## config.mk

```make
export PLATFORM = sky130hd
export DESIGN_NAME = pipe_stage_chain
export DESIGN_NICKNAME = d
export VERILOG_FILES = /design/src/rtl/pipe_pkg.sv /design/src/rtl/pipe_stage.sv /design/src/rtl/pipe_stage_chain.sv
export SDC_FILE = /design/constraint.sdc
export NUM_CORES = 1
export LEC_CHECK = 0
export CAP_MARGIN = 20
export CORE_AREA = 2 2 310 312
export DETAILED_ROUTE_END_ITERATION = 12
export DIE_AREA = 0 0 312 314
export PLACE_DENSITY = 0.38
export SLEW_MARGIN = 20
export SYNTH_ARGS = -nofsm -noshare
export SYNTH_HDL_FRONTEND = slang
export SYNTH_SLANG_ARGS = --single-unit
```

## constraint.sdc

```tcl
create_clock -name clk -period 4.03 [get_ports clk]
set_input_delay 0.806 -clock clk [delete_from_list [all_inputs] [get_ports clk]]
set_output_delay 0.806 -clock clk [all_outputs]
set_load 0.05 [all_outputs]
```

## src/rtl/pipe_pkg.sv

```systemverilog
// Shared definitions for the decode-to-writeback pipeline: control bus bit
// positions, default widths and the control bus type.
package pipe_pkg;

    localparam int unsigned CTRL_W_DEF = 8;
    localparam int unsigned RD_W_DEF   = 5;

    // Control bus bit positions
    localparam int unsigned MEM2REG  = 7;
    localparam int unsigned REGWRITE = 6;
    localparam int unsigned MEMWRITE = 5;
    localparam int unsigned MEMREAD  = 4;
    localparam int unsigned XFERBYTE = 3;
    localparam int unsigned ALUOP_HI = 2;
    localparam int unsigned ALUOP_LO = 0;

    typedef logic [CTRL_W_DEF-1:0] ctrl_t;

endpackage

```

## src/rtl/pipe_stage.sv

```systemverilog
// One pipeline stage register carrying valid, control, Rd, data and aux.
// Priority at each edge: flush > hold > bubble > advance. A killed entry
// (flush or bubble) clears only valid and control; the payload fields are
// left alone so nothing downstream sees a stray RegWrite/MemWrite.
module pipe_stage
    import pipe_pkg::*;
#(
    parameter int unsigned CTRL_W = CTRL_W_DEF,
    parameter int unsigned RD_W   = RD_W_DEF,
    parameter int unsigned DATA_W = 64
) (
    input  logic              clk,
    input  logic              reset,
    input  logic              i_flush,
    input  logic              i_hold,
    input  logic              i_bubble,
    input  logic              i_valid,
    input  logic [CTRL_W-1:0] i_ctrl,
    input  logic [RD_W-1:0]   i_rd,
    input  logic [DATA_W-1:0] i_data,
    input  logic [DATA_W-1:0] i_aux,
    output logic              o_valid,
    output logic [CTRL_W-1:0] o_ctrl,
    output logic [RD_W-1:0]   o_rd,
    output logic [DATA_W-1:0] o_data,
    output logic [DATA_W-1:0] o_aux
);

    logic              r_valid;
    logic [CTRL_W-1:0] r_ctrl;
    logic [RD_W-1:0]   r_rd;
    logic [DATA_W-1:0] r_data;
    logic [DATA_W-1:0] r_aux;

    // Stage register: flush, hold, bubble or advance
    always_ff @(posedge clk or negedge reset) begin
        if (!reset) begin
            r_valid <= 1'b0;
            r_ctrl  <= '0;
            r_rd    <= '0;
            r_data  <= '0;
            r_aux   <= '0;
        end else if (i_flush) begin
            r_valid <= 1'b0;
            r_ctrl  <= '0;
        end else if (i_hold) begin
            r_valid <= r_valid;
        end else if (i_bubble) begin
            r_valid <= 1'b0;
            r_ctrl  <= '0;
        end else begin
            // Control is zeroed for an invalid entry so valid=0 always implies ctrl=0
            r_valid <= i_valid;
            r_ctrl  <= i_valid ? i_ctrl : '0;
            r_rd    <= i_rd;
            r_data  <= i_data;
            r_aux   <= i_aux;
        end
    end

    assign o_valid = r_valid;
    assign o_ctrl  = r_ctrl;
    assign o_rd    = r_rd;
    assign o_data  = r_data;
    assign o_aux   = r_aux;

endmodule

```

## src/rtl/pipe_stage_chain.sv

```systemverilog
// N-stage control/data pipeline between decode and writeback with per-stage
// stall, flush, bubble insertion, data-lane injection and a retire counter.
// A stall on any stage freezes every stage upstream of it.
module pipe_stage_chain
    import pipe_pkg::*;
#(
    parameter int unsigned       STAGES = 3,
    parameter int unsigned       DATA_W = 64,
    parameter int unsigned       CTRL_W = CTRL_W_DEF,
    parameter int unsigned       RD_W   = RD_W_DEF,
    parameter logic [STAGES-1:0] INJECT = 3'b110,
    parameter int unsigned       CNT_W  = 32
) (
    input  logic                     clk,
    input  logic                     reset,
    input  logic                     in_valid,
    input  logic [CTRL_W-1:0]        in_ctrl,
    input  logic [RD_W-1:0]          in_rd,
    input  logic [DATA_W-1:0]        in_data,
    input  logic [DATA_W-1:0]        in_aux,
    output logic                     in_ready,
    input  logic [STAGES*DATA_W-1:0] stg_data_in,
    input  logic [STAGES-1:0]        stall,
    input  logic [STAGES-1:0]        flush,
    output logic [STAGES-1:0]        stg_valid,
    output logic [STAGES*CTRL_W-1:0] stg_ctrl,
    output logic [STAGES*RD_W-1:0]   stg_rd,
    output logic [STAGES*DATA_W-1:0] stg_data,
    output logic [STAGES*DATA_W-1:0] stg_aux,
    output logic [CNT_W-1:0]         retire_cnt
);

    logic [STAGES-1:0]             w_hold;
    logic [STAGES-1:0]             w_bubble;
    logic [STAGES-1:0]             w_valid;
    logic [STAGES-1:0][CTRL_W-1:0] w_ctrl;
    logic [STAGES-1:0][RD_W-1:0]   w_rd;
    logic [STAGES-1:0][DATA_W-1:0] w_data;
    logic [STAGES-1:0][DATA_W-1:0] w_aux;
    logic [STAGES-1:0]             w_in_valid;
    logic [STAGES-1:0][CTRL_W-1:0] w_in_ctrl;
    logic [STAGES-1:0][RD_W-1:0]   w_in_rd;
    logic [STAGES-1:0][DATA_W-1:0] w_in_data;
    logic [STAGES-1:0][DATA_W-1:0] w_in_aux;
    logic [CNT_W-1:0]              r_retire_cnt;
    // Slices whose INJECT bit is clear (and slice 0) never reach a stage
    logic                          w_unused_inj;

    assign w_unused_inj = ^stg_data_in;

    for (genvar k = 0; k < STAGES; k++) begin : g_stage
        // hold[k] is the OR of this stall and every downstream stall
        assign w_hold[k] = |stall[STAGES-1:k];

        if (k == 0) begin : g_head
            assign w_bubble[k]   = 1'b0;
            assign w_in_valid[k] = in_valid;
            assign w_in_ctrl[k]  = in_ctrl;
            assign w_in_rd[k]    = in_rd;
            assign w_in_data[k]  = in_data;
            assign w_in_aux[k]   = in_aux;
        end else begin : g_body
            // Upstream frozen while this stage moves on: insert a bubble
            assign w_bubble[k]   = w_hold[k-1] & ~w_hold[k];
            assign w_in_valid[k] = w_valid[k-1];
            assign w_in_ctrl[k]  = w_ctrl[k-1];
            assign w_in_rd[k]    = w_rd[k-1];
            assign w_in_data[k]  = INJECT[k] ? stg_data_in[k*DATA_W +: DATA_W] : w_data[k-1];
            assign w_in_aux[k]   = w_aux[k-1];
        end

        pipe_stage #(
            .CTRL_W (CTRL_W),
            .RD_W   (RD_W),
            .DATA_W (DATA_W)
        ) u_stage (
            .clk      (clk),
            .reset    (reset),
            .i_flush  (flush[k]),
            .i_hold   (w_hold[k]),
            .i_bubble (w_bubble[k]),
            .i_valid  (w_in_valid[k]),
            .i_ctrl   (w_in_ctrl[k]),
            .i_rd     (w_in_rd[k]),
            .i_data   (w_in_data[k]),
            .i_aux    (w_in_aux[k]),
            .o_valid  (w_valid[k]),
            .o_ctrl   (w_ctrl[k]),
            .o_rd     (w_rd[k]),
            .o_data   (w_data[k]),
            .o_aux    (w_aux[k])
        );
    end

    // Count valid entries leaving the last stage; wraps at 2^CNT_W
    always_ff @(posedge clk or negedge reset) begin
        if (!reset) begin
            r_retire_cnt <= '0;
        end else if (w_valid[STAGES-1] && !w_hold[STAGES-1]) begin
            r_retire_cnt <= r_retire_cnt + CNT_W'(1);
        end
    end

    assign in_ready   = ~w_hold[0];
    assign stg_valid  = w_valid;
    assign stg_ctrl   = w_ctrl;
    assign stg_rd     = w_rd;
    assign stg_data   = w_data;
    assign stg_aux    = w_aux;
    assign retire_cnt = r_retire_cnt;

endmodule

```

==> summary.md <==
| Metric | Value |
|---|---|
| Outcome | `completed` |
| Post-Route WL | `64500 um` |
| Leak | `11.6 nW` |
| First-pass GRT wire length | `93000 um` |
| Rel. slew slack | `36.5%` |
| Worst VDD drop | `0.000327 V` |
| Starting Density | `18.4%` |
| Port buffer count | `736` |
| Endpoint class of the critical path | `output pin` |
| Final min period | `3.19 ns` |
| Final hold violations | `0` |
| Vias in the first global route | `13200` |
| Largest net degree at the start of global routing | `95` |
| Final Max Tran Viols | `0` |
| CTS Root Cell | `clkbuf_16` |
| Netlist Area Pre-Place | `0.0174 sq mm` |
| Core Box Area | `0.0944 sq mm` |
| Synth Warn # | `0` |
| CTS buffer count | `57` |
| Count of boundary I/O pins | `801` |
| Placed cell areas | `0.0263 sq mm` |
| Crit path launch type | `primary input` |
| # clock sinks | `458` |
| Non-Filler Cell Area, Final | `0.0282 sq mm` |
| RSZ-0062 raised after global routing | `false` |
| CP required | `3.22 ns` |
| Clk_lat worst skew | `0.63 ns` |
| CP delay by family, top | `buffers and inverters` |
| Pre-antenna DRT Iters | `4` |
| Synthesized area per cell | `16.4 sq um` |
| Clk buf depth | `3` |
| Post-synthesis cell type count | `32` |
| Number of routed nets with antenna violations | `0` |
| Post-CTS setup buffer count | `0` |
| Hold Path Class | `primary input to asynchronous set/reset pin` |
| DRC Markers | `0` |
| Final setup viols | `0` |
| Setup CP Type | `primary input to output pin` |
| CTS clk-pin slew, worst paths | `0.06 ns` |
| Critical path's slowest cell | `clkdlybuf4s50_1` |
| Worst path cell trace | `clkdlybuf4s50_1, or3_4, inv_2, buf_4` |
| Max Cap Viol | `0` |
| Clock Skew | `0.0212 ns` |
| Starting DRT DRC Count | `425` |
| Final core utilization | `29.8%` |
| Share of layout cells above drive strength 1 | `20.3%` |
| RePlAce Congestion | `0.785` |
| FP Rows | `113` |
| Inst Count DP | `3032` |
| Reg2Reg Setup Slack | `2.12 ns` |
| GRT Total Usage | `12.8%` |
| Multi-input logic area | `0.00552 sq mm` |
| Final setup margin | `0.836 ns` |
| Initial antenna violation count | `7` |
| Mapped Nets | `1402` |
| Routed len/inst | `20.6 um` |
| WP depth | `4` |
| Critical-path maximum fanout | `12` |
| Final nets | `2169` |
| Hold_buf cts | `0` |
| CTS H-Tree Depth | `2` |
| Measured slew at the worst slew-check pin | `0.952 ns` |
| Dpl ws | `0.642 ns` |
| Pwr per Cell Area | `704 mW/mm^2` |
| Number of fillers in the final layout | `9663` |
| Die area | `0.0980 sq mm` |
| CP max stage delay | `0.56 ns` |
| GR Overflow Total | `0` |
| Critical path buffers and inverters | `3` |
| Setup TNS | `0 ns` |
| Period utilization | `79.3%` |
| FMAX | `313 MHz` |
| FF-to-FF path depth | `4` |
| Drt via density | `3.81` |
| Hold Slack | `0.234 ns` |
| Register area share after synthesis | `65.9%` |
| Non-Filler Instances | `3135` |
| Die Wd | `312 um` |
| Die height | `314 um` |
| Post-Synthesis Cells | `1059` |
| Post_cts resized | `0` |
| Synthesis-to-finish area growth | `62.0%` |
| Vias | `12000` |
| TritonCTS clock tree | `done` |
| DP HPWL | `47900 um` |
| Register area | `0.0115 sq mm` |
| Overall power | `19.8 mW` |
| Worst path arrival time | `2.39 ns` |
| Number of synthesized register bits | `458` |
## flip-flops by register name, indices dropped and copies added (netlist names)
register	flops
g_stage.u_stage.o_aux	192
g_stage.u_stage.o_data	192
retire_cnt	32
g_stage.u_stage.o_ctrl	24
g_stage.u_stage.o_rd	15
g_stage.u_stage.o_valid	3
## where the power goes
part           internal [mW]  leakage, nW  switching (mW)
Combinational           2.87         5.00            5.39
Sequential              5.74         5.65           0.707
Clock                   3.07        0.905            2.05
## kinds of logic (layout without fill, tap and decap cells)
logic type                 after synthesis  in the layout  synth area share [%]
DFF                                    458            458                  65.9
other                                    0              2                     0
and+or+nand+nor                         86             86                  3.03
buffers and inverters                   56            865                  2.42
xor gates and xnor gates                31             31                  1.56
muxes                                  400            400                  25.9
adders and majority gates                1              1                0.0719
AOI/OAI and AO/OA                       27             27                  1.15
## per-layer routing
metal  up-vias  track usage (%)  part of all wire, %
met1      6066             13.3                   36
met2       452             23.4                   52
met3       103             5.55                  9.1
li1       5322                -                    -
met5         -                0                0.087
met4         8             3.56                  2.6
## synth_stat cells
| master | number | share of area (%) |
|---|---|---|
| a21o_1 | 2 | 0.086 |
| a21oi_1 | 9 | 0.26 |
| a22o_1 | 16 | 0.81 |
| and2_1 | 3 | 0.11 |
| and3_1 | 9 | 0.32 |
| and4_1 | 5 | 0.25 |
| buf_1 | 1 | 0.022 |
| buf_2 | 24 | 0.69 |
| buf_4 | 9 | 0.39 |
| buf_6 | 9 | 0.58 |
| buf_8 | 7 | 0.60 |
| clkbuf_1 | 4 | 0.086 |
| dfrtp_1 | 458 | 66 |
| ha_1 | 1 | 0.072 |
| inv_1 | 1 | 0.022 |
| inv_2 | 1 | 0.022 |
| mux2_1 | 140 | 9.1 |
| mux2_2 | 260 | 17 |
| nand2_1 | 17 | 0.37 |
| nand3_1 | 20 | 0.58 |
| nand3b_1 | 1 | 0.043 |
| nand4_1 | 13 | 0.47 |
| nand4_2 | 1 | 0.072 |
| nor2_1 | 6 | 0.13 |
| nor2_8 | 2 | 0.23 |
| nor2b_1 | 2 | 0.072 |
| nor3_1 | 2 | 0.058 |
| nor3_2 | 1 | 0.058 |
| nor4_2 | 3 | 0.22 |
| or3_4 | 1 | 0.065 |
| xnor2_1 | 26 | 1.3 |
| xor2_1 | 5 | 0.25 |
## layout by cell type (no fill, tap or decap), drive strengths merged, types with 2 or more instances in the layout
master / count
bufinv: 3
nand4: 14
inv: 2
clkbuf: 91
a21oi: 9
nand2: 17
nand3: 20
and2: 3
nor4: 3
diode: 2
mux2: 400
nor3: 3
a22o: 16
dfrtp: 458
buf: 28
xor2: 5
and4: 5
nor2b: 2
clkinv: 6
clkdlybuf4s50: 734
xnor2: 26
and3: 9
nor2: 8
a21o: 2
## layout make-up
cell class / instances / area share (%)
Clock inverter: 10 / 0.466
Sequential cell: 458 / 40.7
Timing Repair Buffer: 762 / 27.5
Multi-Input combinational cell: 545 / 19.6
Tap cell: 1265 / 5.62
Clock buffer: 91 / 6.08
Antenna cell: 2 / 0.0178
Inverter: 2 / 0.0266
## path summary, 6_finish.rpt
check / endpoint / from
max in group asynchronous: g_stage[0].u_stage.o_aux[37]$_DFFE_PN0P_ / reset
worst min-delay path: g_stage[2].u_stage.o_data[63]$_DFFE_PN0P_ / reset
worst min register to register: retire_cnt[31]$_DFFE_PN0P_ / retire_cnt[31]$_DFFE_PN0P_
worst max-delay path: in_ready / stall[2]
worst max register to register: retire_cnt[31]$_DFFE_PN0P_ / retire_cnt[4]$_DFFE_PN0P_
min in group clk: retire_cnt[31]$_DFFE_PN0P_ / retire_cnt[31]$_DFFE_PN0P_
(Power assumes the default switching activity.)
